## config.mk

```make
export PLATFORM = sky130hd
export DESIGN_NAME = uart_mem_loader
export DESIGN_NICKNAME = d
export VERILOG_FILES = /design/src/rtl/loader_pkg.sv /design/src/rtl/uart_rx.sv /design/src/rtl/uart_mem_loader.sv
export SDC_FILE = /design/constraint.sdc
export NUM_CORES = 1
export LEC_CHECK = 0
export ABC_AREA = 1
export ABC_CLOCK_PERIOD_IN_PS = 2300
export BUFFER_PORTS_ARGS = -buffer_cell sky130_fd_sc_hd__buf_2
export CAP_MARGIN = 40
export CORE_ASPECT_RATIO = 0.6
export CORE_MARGIN = 3
export CORE_UTILIZATION = 40
export DETAILED_ROUTE_END_ITERATION = 16
export SLEW_MARGIN = 20
export SYNTH_ARGS = -nofsm -noshare
export SYNTH_HDL_FRONTEND = slang
export SYNTH_SLANG_ARGS = --single-unit
export TNS_END_PERCENT = 50
```

## constraint.sdc

```tcl
create_clock -name clk_in -period 2.3 [get_ports clk_in]
set_clock_uncertainty 0.05 [all_clocks]
set_input_delay 0.115 -clock clk_in [delete_from_list [all_inputs] [get_ports clk_in]]
set_output_delay 0.115 -clock clk_in [all_outputs]
set_load 0.01 [all_outputs]
```

## src/rtl/loader_pkg.sv

```systemverilog
// Shared definitions for the UART program loader: FSM encodings and frame layout constants.
package loader_pkg;

   localparam logic [7:0]  SYNC_DEFAULT  = 8'hA5;
   localparam int unsigned WORD_BYTES    = 4;
   localparam logic [1:0]  LAST_BYTE_IDX = 2'(WORD_BYTES - 1);
   localparam logic [2:0]  RX_LAST_BIT   = 3'd7;

   typedef enum logic [2:0] {
      ST_IDLE,
      ST_ADDR_H,
      ST_ADDR_L,
      ST_CNT_H,
      ST_CNT_L,
      ST_DATA,
      ST_CSUM
   } ld_state_t;

   typedef enum logic [1:0] {
      RX_IDLE,
      RX_START,
      RX_DATA,
      RX_STOP
   } rx_state_t;

endpackage

```

## src/rtl/uart_rx.sv

```systemverilog
// 8N1 UART receiver: 2-FF synchroniser, mid-bit sampling, start-bit glitch rejection.
module uart_rx
   import loader_pkg::*;
#(
   parameter int unsigned DIV = 16
) (
   input  logic       clk_in,
   input  logic       RST,
   input  logic       rxd,
   output logic       byte_valid,
   output logic [7:0] byte_data,
   output logic       frame_err
);

   localparam int unsigned    CW      = $clog2(DIV);
   localparam logic [CW-1:0]  HALF_M1 = CW'(DIV / 2 - 1);
   localparam logic [CW-1:0]  BIT_M1  = CW'(DIV - 1);

   rx_state_t       r_st, w_st_next;
   logic            r_meta, r_sync, r_prev;
   logic [CW-1:0]   r_cnt;
   logic [2:0]      r_bit;
   logic [7:0]      r_shift;
   logic            r_bv, r_ferr;
   logic            w_tick;

   always_comb begin
      w_tick    = (r_st == RX_START) ? (r_cnt == HALF_M1) : (r_cnt == BIT_M1);
      w_st_next = r_st;
      case (r_st)
         RX_IDLE:  if (r_prev && !r_sync) w_st_next = RX_START;
         // Line back high at the half-bit check means the edge was a glitch.
         RX_START: if (w_tick) w_st_next = r_sync ? RX_IDLE : RX_DATA;
         RX_DATA:  if (w_tick && (r_bit == RX_LAST_BIT)) w_st_next = RX_STOP;
         RX_STOP:  if (w_tick) w_st_next = RX_IDLE;
         default:  w_st_next = RX_IDLE;
      endcase
   end

   always_ff @(posedge clk_in) begin
      if (RST) r_st <= RX_IDLE;
      else     r_st <= w_st_next;
   end

   always_ff @(posedge clk_in) begin
      if (RST) begin
         r_meta  <= 1'b1;
         r_sync  <= 1'b1;
         r_prev  <= 1'b1;
         r_cnt   <= '0;
         r_bit   <= '0;
         r_shift <= '0;
         r_bv    <= 1'b0;
         r_ferr  <= 1'b0;
      end else begin
         r_meta <= rxd;
         r_sync <= r_meta;
         r_prev <= r_sync;
         r_cnt  <= ((r_st == RX_IDLE) || w_tick) ? '0 : r_cnt + CW'(1);
         r_bv   <= 1'b0;
         r_ferr <= 1'b0;
         if (w_tick) begin
            case (r_st)
               RX_START: r_bit <= '0;
               RX_DATA: begin
                  r_shift <= {r_sync, r_shift[7:1]};
                  r_bit   <= r_bit + 3'd1;
               end
               RX_STOP: begin
                  r_bv   <= r_sync;
                  r_ferr <= ~r_sync;
               end
               default: ;
            endcase
         end
      end
   end

   assign byte_valid = r_bv;
   assign byte_data  = r_shift;
   assign frame_err  = r_ferr;

endmodule

```

## src/rtl/uart_mem_loader.sv

```systemverilog
// Receives a framed program image over UART and issues word writes, holding the CPU meanwhile.
module uart_mem_loader
   import loader_pkg::*;
#(
   parameter int unsigned CLK_HZ        = 100000000,
   parameter int unsigned BAUD          = 115200,
   parameter int unsigned ADDR_W        = 10,
   parameter logic [7:0]  SYNC          = SYNC_DEFAULT,
   parameter int unsigned TIMEOUT_BYTES = 16
) (
   input  logic              clk_in,
   input  logic              RST,
   input  logic              rxd,
   output logic              mem_we,
   output logic [ADDR_W-1:0] mem_addr,
   output logic [31:0]       mem_wdata,
   output logic              cpu_hold,
   output logic              load_done,
   output logic              load_err,
   output logic [15:0]       words_written
);

   localparam int unsigned DIV      = CLK_HZ / BAUD;
   localparam int unsigned TO_LIMIT = TIMEOUT_BYTES * 10 * DIV;
   localparam int unsigned TO_W     = $clog2(TO_LIMIT + 1);

   logic              w_bv, w_ferr;
   logic [7:0]        w_byte;
   ld_state_t         r_state, w_state_next;
   logic [7:0]        r_ahi;
   logic [15:0]       r_cnt;
   logic [7:0]        r_csum;
   logic [31:0]       r_word;
   logic [1:0]        r_idx;
   logic              r_we;
   logic [ADDR_W-1:0] r_addr;
   logic [15:0]       r_words;
   logic              r_done, r_err;
   logic [TO_W-1:0]   r_to;
   logic              w_set_done, w_set_err, w_timeout;

   uart_rx #(.DIV(DIV)) u_rx (
      .clk_in     (clk_in),
      .RST        (RST),
      .rxd        (rxd),
      .byte_valid (w_bv),
      .byte_data  (w_byte),
      .frame_err  (w_ferr)
   );

   always_comb begin
      w_state_next = r_state;
      w_set_done   = 1'b0;
      w_set_err    = 1'b0;
      w_timeout    = (r_to == TO_W'(TO_LIMIT - 1));
      case (r_state)
         ST_IDLE:   if (w_bv && (w_byte == SYNC)) w_state_next = ST_ADDR_H;
         ST_ADDR_H: if (w_bv) w_state_next = ST_ADDR_L;
         ST_ADDR_L: if (w_bv) w_state_next = ST_CNT_H;
         ST_CNT_H:  if (w_bv) w_state_next = ST_CNT_L;
         ST_CNT_L:  if (w_bv) w_state_next = ({r_cnt[7:0], w_byte} == 16'd0) ? ST_CSUM : ST_DATA;
         ST_DATA:   if (r_we && ((r_words + 16'd1) == r_cnt)) w_state_next = ST_CSUM;
         ST_CSUM: begin
            if (w_bv) begin
               w_state_next = ST_IDLE;
               w_set_done   = (w_byte == r_csum);
               w_set_err    = (w_byte != r_csum);
            end
         end
         default:   w_state_next = ST_IDLE;
      endcase
      if ((r_state != ST_IDLE) && (w_ferr || (w_timeout && !w_bv))) begin
         w_state_next = ST_IDLE;
         w_set_err    = 1'b1;
      end
   end

   always_ff @(posedge clk_in) begin
      if (RST) r_state <= ST_IDLE;
      else     r_state <= w_state_next;
   end

   always_ff @(posedge clk_in) begin
      if (RST) begin
         r_ahi   <= '0;
         r_cnt   <= '0;
         r_csum  <= '0;
         r_word  <= '0;
         r_idx   <= '0;
         r_we    <= 1'b0;
         r_addr  <= '0;
         r_words <= '0;
         r_done  <= 1'b0;
         r_err   <= 1'b0;
         r_to    <= '0;
      end else begin
         // Strobe lands the cycle after the word's 4th byte is assembled.
         r_we <= (r_state == ST_DATA) && w_bv && (r_idx == LAST_BYTE_IDX);
         r_to <= ((r_state == ST_IDLE) || w_bv) ? '0 : r_to + TO_W'(1);
         if (w_bv) begin
            case (r_state)
               ST_IDLE: begin
                  if (w_byte == SYNC) begin
                     r_csum  <= '0;
                     r_done  <= 1'b0;
                     r_err   <= 1'b0;
                     r_words <= '0;
                     r_idx   <= '0;
                  end
               end
               ST_ADDR_H: begin
                  r_ahi  <= w_byte;
                  r_csum <= r_csum ^ w_byte;
               end
               ST_ADDR_L: begin
                  r_addr <= ADDR_W'({r_ahi, w_byte});
                  r_csum <= r_csum ^ w_byte;
               end
               ST_CNT_H, ST_CNT_L: begin
                  r_cnt  <= {r_cnt[7:0], w_byte};
                  r_csum <= r_csum ^ w_byte;
               end
               ST_DATA: begin
                  r_word <= {r_word[23:0], w_byte};
                  r_idx  <= r_idx + 2'd1;
                  r_csum <= r_csum ^ w_byte;
               end
               default: ;
            endcase
         end
         if (r_we) begin
            r_addr  <= r_addr + ADDR_W'(1);
            r_words <= r_words + 16'd1;
         end
         if (w_set_done) r_done <= 1'b1;
         if (w_set_err)  r_err  <= 1'b1;
      end
   end

   assign mem_we        = r_we;
   assign mem_addr      = r_addr;
   assign mem_wdata     = r_word;
   assign cpu_hold      = (r_state != ST_IDLE);
   assign load_done     = r_done;
   assign load_err      = r_err;
   assign words_written = r_words;

endmodule
```

==> qor.txt, run 1 <==
# port buffers: 64
WL final: 16200 microns
Yosys reg bits: 138
First-pass GRT wire length: 27400 microns
CP Class: register to register
Clock Pin Slew Worst Setup and Hold Paths: 60 ps
Met3 global-route usage: 4.37%
TNS Setup: 0 ps
Multi-input gate area: 3230 sq um
Slowest-stage cell, CP: dfxtp_1
WL/cell: 13.5 microns
Main flop type after synthesis: dfxtp_1
Clk sinks: 138
RSZ-0062 raised after global routing: no
CTS max path bufs: 2
Initial antenna violation count: 0
Final setup fails: 0
Post-synth ARST share: 0%
CTS tree: yes
Number of max-cap violations: 0
Vias in the first global route: 5437
Leak: 3.19 nW
Switch Pwr: 0.00119 W
HP Class: register to register
Setup crit end kind: register
Syn-to-layout area delta: 20.8%
Most common cell on crit path: nor2_1
Int Power: 0.00421 W
H-tree depth: 4
Worst path max stage delay: 360 ps
Power share of the clock group: 51.3%
Final Hold Violating Endpoints: 0
Post-synthesis cell count: 896
Die area: 17700 sq um
Final max-slew violation count: 0
Sequential fraction of design power: 45.0%
Root Buffer: clkbuf_16
M2 GR Usage: 25.5%
# diodes: 0
Min Tclk post-route: 2080 ps
Register area share after synthesis: 42.8%
Total CTS buffers: 17
Detail Route Antenna Nets: 0
Final Instance Area: 7800 sq um
Period utilization: 90.4%
Distinct cells, synth: 46
Filler cells: 1538
Peak Freq: 481 MHz
GRT Max-Usage Layer: met1
WP data arrival: 2320 ps
Worst-Skew Late Latency: 410 ps
VDD IR-drop max: 0.449 mV
Overall routing resource usage: 18.9%
Num rows: 35
Sw frac: 22.1%
Vias per inst: 4.99
Post-Syn Area: 6450 sq um
Net Count, Synth: 910
Syn_area_per_cell: 7.20 sq um
PD cells: 693 nW/um^2
Share of cells above drive strength 1: 17.2%
CP startpoint kind: register
Grt ovf: 0
Drt pass-1 iters: 5
DP Area: 7150 sq um
Final-stage net count: 999
Slew headroom: 57.0%
Starting Density: 41.4%
Die width: 170 microns
Crit path cell chain: ha_1 > nand2_1 > nor2_1 > inv_1 > nor3_2 > nand2_1 > nor2_1 > nand3_1 > or2_1 > nor2_1 > xor2_1 > nor2_1
Largest net degree at the start of global routing: 42
Met1 usage in global routing: 29.6%
GPL Wtd Cong: 0.858
Number of synthesized flops with an enable pin: 0
Outcome: finished, final reports clean
Worst-Margin Slew: 643 ps
Vias: 5989
Core ar.: 15600 sq um
Part of the power in combinational logic: 3.7%
Critical path required time: 2540 ps
Total number of yosys warnings: 0
Register area: 2770 sq um
Max Fanout on Critical Path: 5
Post-DP HPWL: 11700 microns
Die Y: 104 microns
Initial DRC Count: 463
Num ports: 65
Drt drc: 0
-- area by class of cell --
| type | instances | area share, % |
|---|---|---|
| multi-input combinational | 633 | 41.4 |
| sequential | 138 | 35.6 |
| timing repair buffer | 98 | 7.44 |
| clock buffer | 21 | 5.78 |
| inverter | 97 | 4.67 |
| tap | 203 | 3.26 |
| clock inverter | 11 | 1.86 |
-- per-layer routing --
metal	share of wire (%)	wire length, microns
met1	54	8710
met2	38	6140
met3	7.8	1260
met4	0.60	97
met5	0	0
-- kinds of logic (layout without fill, tap and decap cells) --
logic type	after synthesis	count (layout)	share of synthesized area, %
AND/OR/NAND/NOR	427	427	30.2
AO/OA/AOI/OAI	175	175	14.3
flip-flops	138	138	42.8
buffers and inverters	125	227	7.43
XOR/XNOR	20	20	3.16
adder cells (fa/ha/maj)	11	11	2.13
-- cell usage after synthesis, types with 3 or more instances --
cell type  count  area share (%)
nand2_2        9            0.87
a31oi_1        6            0.58
a21oi_1      108             8.4
nor3_2         4            0.62
nand3b_1       3            0.35
clkbuf_1      23             1.3
dfxtp_1      138              43
nor4_1         8            0.78
nand4_1       14             1.4
xnor2_1        8             1.1
nor2_1        73             4.2
o21ai_0       50             3.9
nor2_4         5            0.87
nand3_1       53             4.1
nor3_1        12            0.93
xor2_1        10             1.4
nor3b_1        7            0.81
inv_1         94             5.5
nand2_1      218              13
ha_1          11             2.1
or2_2          7            0.68
nor2_2         6            0.58
-- worst max-delay path, delay by kind of cell, from the launching register on --
family | cells | cell delay, ps
xor gates and xnor gates | 1 | 150
adders and majority gates | 1 | 170
buffers and inverters | 1 | 70
DFF | 1 | 360
and+or+nand+nor | 9 | 1170
-- worst paths after layout --
path               startpoint          end  slack, ps  cells after the start
setup / recovery      r_to[0]     r_to[16]        220                     12
hold / removal    u_rx.r_meta  u_rx.r_sync        360                      1
setup reg to reg      r_to[0]     r_to[16]        220                     12
hold reg to reg   u_rx.r_meta  u_rx.r_sync        360                      1
-- repair_timing --
action	4_1_cts	5_1_grt
hold buffers	2	0
endpoints found under the hold margin	5	0
endpoints found under the setup margin	0	4
resized for setup	0	11
setup buffers	0	1
-- power by group through the flow --
stage | Combinational, W | Clock, W | Sequential, W
floorplan | 0.000154 | 0 | 0.00248
global placement | 0.000195 | 0 | 0.00249
detailed placement | 0.000197 | 0 | 0.00249
CTS | 0.000200 | 0.00283 | 0.00244
global route | 0.000238 | 0.00294 | 0.00244
finish | 0.000199 | 0.00277 | 0.00243
-- cells in the final DEF, fill, tap and decap left out, drive strengths merged, types with 3 or more instances in the layout --
cell type,synthesis,layout
a31oi,6,6
o21ai,50,50
nor2,85,85
nand4,14,14
buf,5,96
nand2,228,228
clkinv,1,5
bufinv,0,3
xor2,10,10
clkinvlp,0,3
dfxtp,138,138
xnor2,8,8
nor3,17,17
inv,96,97
nor4,8,8
or2,8,8
nand3,54,54
a21oi,108,108
ha,11,11
nand3b,3,3
nor3b,7,7
clkbuf,23,21
-- sequential cells by signal (all words and copies together) (netlist names), 2 cells and up, named ones only --
name	cells
r_ahi	2
mem_wdata	32
u_rx.byte_data	8
mem_addr	10
u_rx.r_bit	3
words_written	16
r_state	3
r_cnt	16
r_to	18
r_idx	2
r_csum	8
u_rx.r_cnt	10
-- through the flow --
step / hold slack [ps] / total power (W) / util [%] / setup slack, ps / instances
3_3_place_gp: 247 / 0.00268 / 45.8 / 197 / 1165
3_5_place_dp: 249 / 0.00268 / 45.8 / 169 / 1166
2_1_floorplan: 169 / 0.00264 / - / 375 / 896
4_1_cts: 358 / 0.00546 / 49.8 / 154 / 1200
5_1_grt: 366 / 0.00561 / 50.0 / 5.85 / 1201
6_report: 358 / 0.00541 / 50.0 / 220 / 1201
No activity file was read; power rests on OpenSTA's default activity.
==> run 2: changes to the inputs <==
--- a/config.mk
+++ b/config.mk
@@ -6,13 +6,13 @@
 export NUM_CORES = 1
 export LEC_CHECK = 0
 export ABC_AREA = 1
-export ABC_CLOCK_PERIOD_IN_PS = 2300
+export ABC_CLOCK_PERIOD_IN_PS = 2000
 export BUFFER_PORTS_ARGS = -buffer_cell sky130_fd_sc_hd__buf_2
-export CAP_MARGIN = 40
 export CORE_ASPECT_RATIO = 0.6
 export CORE_MARGIN = 3
-export CORE_UTILIZATION = 40
+export CORE_UTILIZATION = 55
 export DETAILED_ROUTE_END_ITERATION = 16
+export PLACE_DENSITY = 0.75
 export SLEW_MARGIN = 20
 export SYNTH_ARGS = -nofsm -noshare
 export SYNTH_HDL_FRONTEND = slang
==> constraint.sdc (replaced) <==
create_clock -name clk_in -period 2 [get_ports clk_in]
set_clock_uncertainty 0.05 [all_clocks]
set_input_delay 0.1 -clock clk_in [delete_from_list [all_inputs] [get_ports clk_in]]
set_output_delay 0.1 -clock clk_in [all_outputs]
set_load 0.01 [all_outputs]
==> run 2 against run 1 <==
The run now ends with negative setup slack left. Routed wire length increased by 4.4%. Sequential share of layout area fell by 1.2 points. Worst setup slack lost 240 ps. Cell count fell by 2.1%. Global-route usage is 6.5 points higher. Combinational power increased by 37%. Clock power rose by 13%. First-iteration DRC count grew 12%. Via count rose by 4.6%.
==> qor.txt, run 2 (synthesized netlist as in run 1, its figures left out) <==
Outcome: complete, but fails checks (was finished, final reports clean)
Failing checks: negative setup slack
Min Tclk post-route: 2020 ps (was 2080 ps)
Multi-input gate area: 3370 sq um (was 3230 sq um)
Leak: 3.36 nW (was 3.19 nW)
Clk sinks: 138 (unchanged)
Post-route core utilization: 73.6% (was 50.0%)
Most frequent cells in the layout: 209 x nand2_1, 130 x dfxtp_1, 108 x a21oi_1 (was 218 x nand2_1, 133 x dfxtp_1, 107 x a21oi_1)
WHS: 78.9 ps (was 358 ps)
Clock Pin Slew Worst Setup and Hold Paths: 60 ps (about the same)
Final setup fails: 3 (was 0)
Placement Setup Slack: -74.1 ps (was 169 ps)
Final Instance Area: 8090 sq um (was 7800 sq um)
CTS tree: yes (unchanged)
Vias: 6264 (was 5989)
Initial DRC Count: 520 (was 463)
DP Area: 7220 sq um (was 7150 sq um)
# port buffers: 64 (unchanged)
Die Y: 89.9 microns (was 104 microns)
HP Class: primary input to register (was register to register)
Drt pass-1 iters: 5 (unchanged)
Detail Route Antenna Nets: 0 (unchanged)
RSZ-0062 raised after global routing: yes (was no)
Max reg flops: 32 (unchanged)
Peak Freq: 495 MHz (was 481 MHz)
Initial antenna violation count: 0 (unchanged)
H-tree depth: 4 (unchanged)
Setup ws final: -20.5 ps (was 220 ps)
Overall routing resource usage: 25.4% (was 18.9%)
Total CTS buffers: 17 (unchanged)
Core ar.: 11000 sq um (was 15600 sq um)
Root Buffer: clkbuf_16 (unchanged)
CP Class: register to register (unchanged)
Final-stage net count: 1022 (was 999)
GPL Wtd Cong: 0.870 (was 0.858)
Grt ovf: 0 (unchanged)
Commonest non-fill, non-tap cell in the layout: nand2_1 (unchanged)
Num ports: 65 (unchanged)
Register area: 2780 sq um (was 2770 sq um)
Filler cells: 890 (was 1538)
Share of cells above drive strength 1: 22.3% (was 17.2%)
PD cells: 765 nW/um^2 (was 693 nW/um^2)
Period utilization: 101% (was 90.4%)
Post-DP HPWL: 11400 microns (was 11700 microns)
Tot Pwr: 0.00619 W (was 0.00541 W)
Slew headroom: 74.2% (was 57.0%)
WL final: 16900 microns (was 16200 microns)
Die width: 146 microns (was 170 microns)
CP startpoint kind: register (unchanged)
Drt drc: 0 (unchanged)
WL/cell: 14.4 microns (was 13.5 microns)
Final max-slew violation count: 0 (unchanged)
Vias per inst: 5.33 (was 4.99)
Syn-to-layout area delta: 25.3% (was 20.8%)
Max Fanout on Critical Path: 6 (was 5)
VDD IR-drop max: 0.648 mV (was 0.449 mV)
Largest net degree at the start of global routing: 42 (unchanged)
Final Hold Violating Endpoints: 0 (unchanged)
CTS max path bufs: 2 (unchanged)
Setup crit end kind: register (unchanged)
Num rows: 29 (was 35)
Worst-Margin Slew: 383 ps (was 643 ps)
# diodes: 0 (unchanged)
Vias in the first global route: 5558 (was 5437)
Die area: 13100 sq um (was 17700 sq um)
WP data arrival: 2330 ps (was 2320 ps)
Critical path required time: 2310 ps (was 2540 ps)
Starting Density: 58.7% (was 41.4%)
Number of max-cap violations: 0 (unchanged)
First-pass GRT wire length: 27700 microns (was 27400 microns)
Worst-Skew Late Latency: 420 ps (was 410 ps)
## run 2: repair_timing
item                       CTS  global route
hold buffers                 1             0
setup endpoints to repair    4            22
gates cloned                 0             1
gates resized for setup     16            37
pin swaps                    2            26
hold endpoints to repair     1             0
setup buffers                0            10
## run 2: per-layer routing
metal | global-route usage (%) | share of wire (%)
met5 | 0 | 0
met4 | 8.45 | 1.5
met3 | 5.38 | 7.7
met2 | 35.3 | 41
met1 | 38.7 | 50
## run 2: cell type report
cell class / instances / share of cell area, %
Clock buffer: 19 / 5.60
Clock inverter: 13 / 1.64
Inverter: 97 / 4.50
Multi-Input combinational cell: 633 / 41.7
Sequential cell: 138 / 34.3
Tap cell: 155 / 2.40
Timing Repair Buffer: 121 / 9.81
## run 2: final timing paths
check / from / endpoint / slack (ps) / cells after the start
setup / recovery: words_written[0] / r_state[1] / -20 / 14
hold / removal: RST / r_to[5] / 80 / 5
setup reg to reg: words_written[0] / r_state[1] / -20 / 14
hold reg to reg: u_rx.r_meta / u_rx.r_sync / 360 / 1
## run 2: stage by stage
step	cells	setup TNS, ps
after CTS	1165	0
after detailed placement	1132	-270
final	1176	-39.1
after global routing	1176	-785
after global placement	1132	0
after floorplan	896	0
## run 2: worst max-delay path, stage by stage, from the launching register on
cell     delay, ps
dfxtp_4        380
ha_4           160
nand3_2        120
o21ai_0        220
and2_1         190
nor2_1          60
nor2_1          90
nand3_1        110
nor2_1         100
nand2_1         80
nand2_2         80
nand2_4         80
nand2_2        100
nand2_2         50
nor2_2         100
## run 2: power breakdown
part / switching (W) / leakage, nW / internal [W]
combinational: 0.000165 / 1.96 / 0.000108
clock: 0.00131 / 0.287 / 0.00181
sequential: 0.0000260 / 1.12 / 0.00277
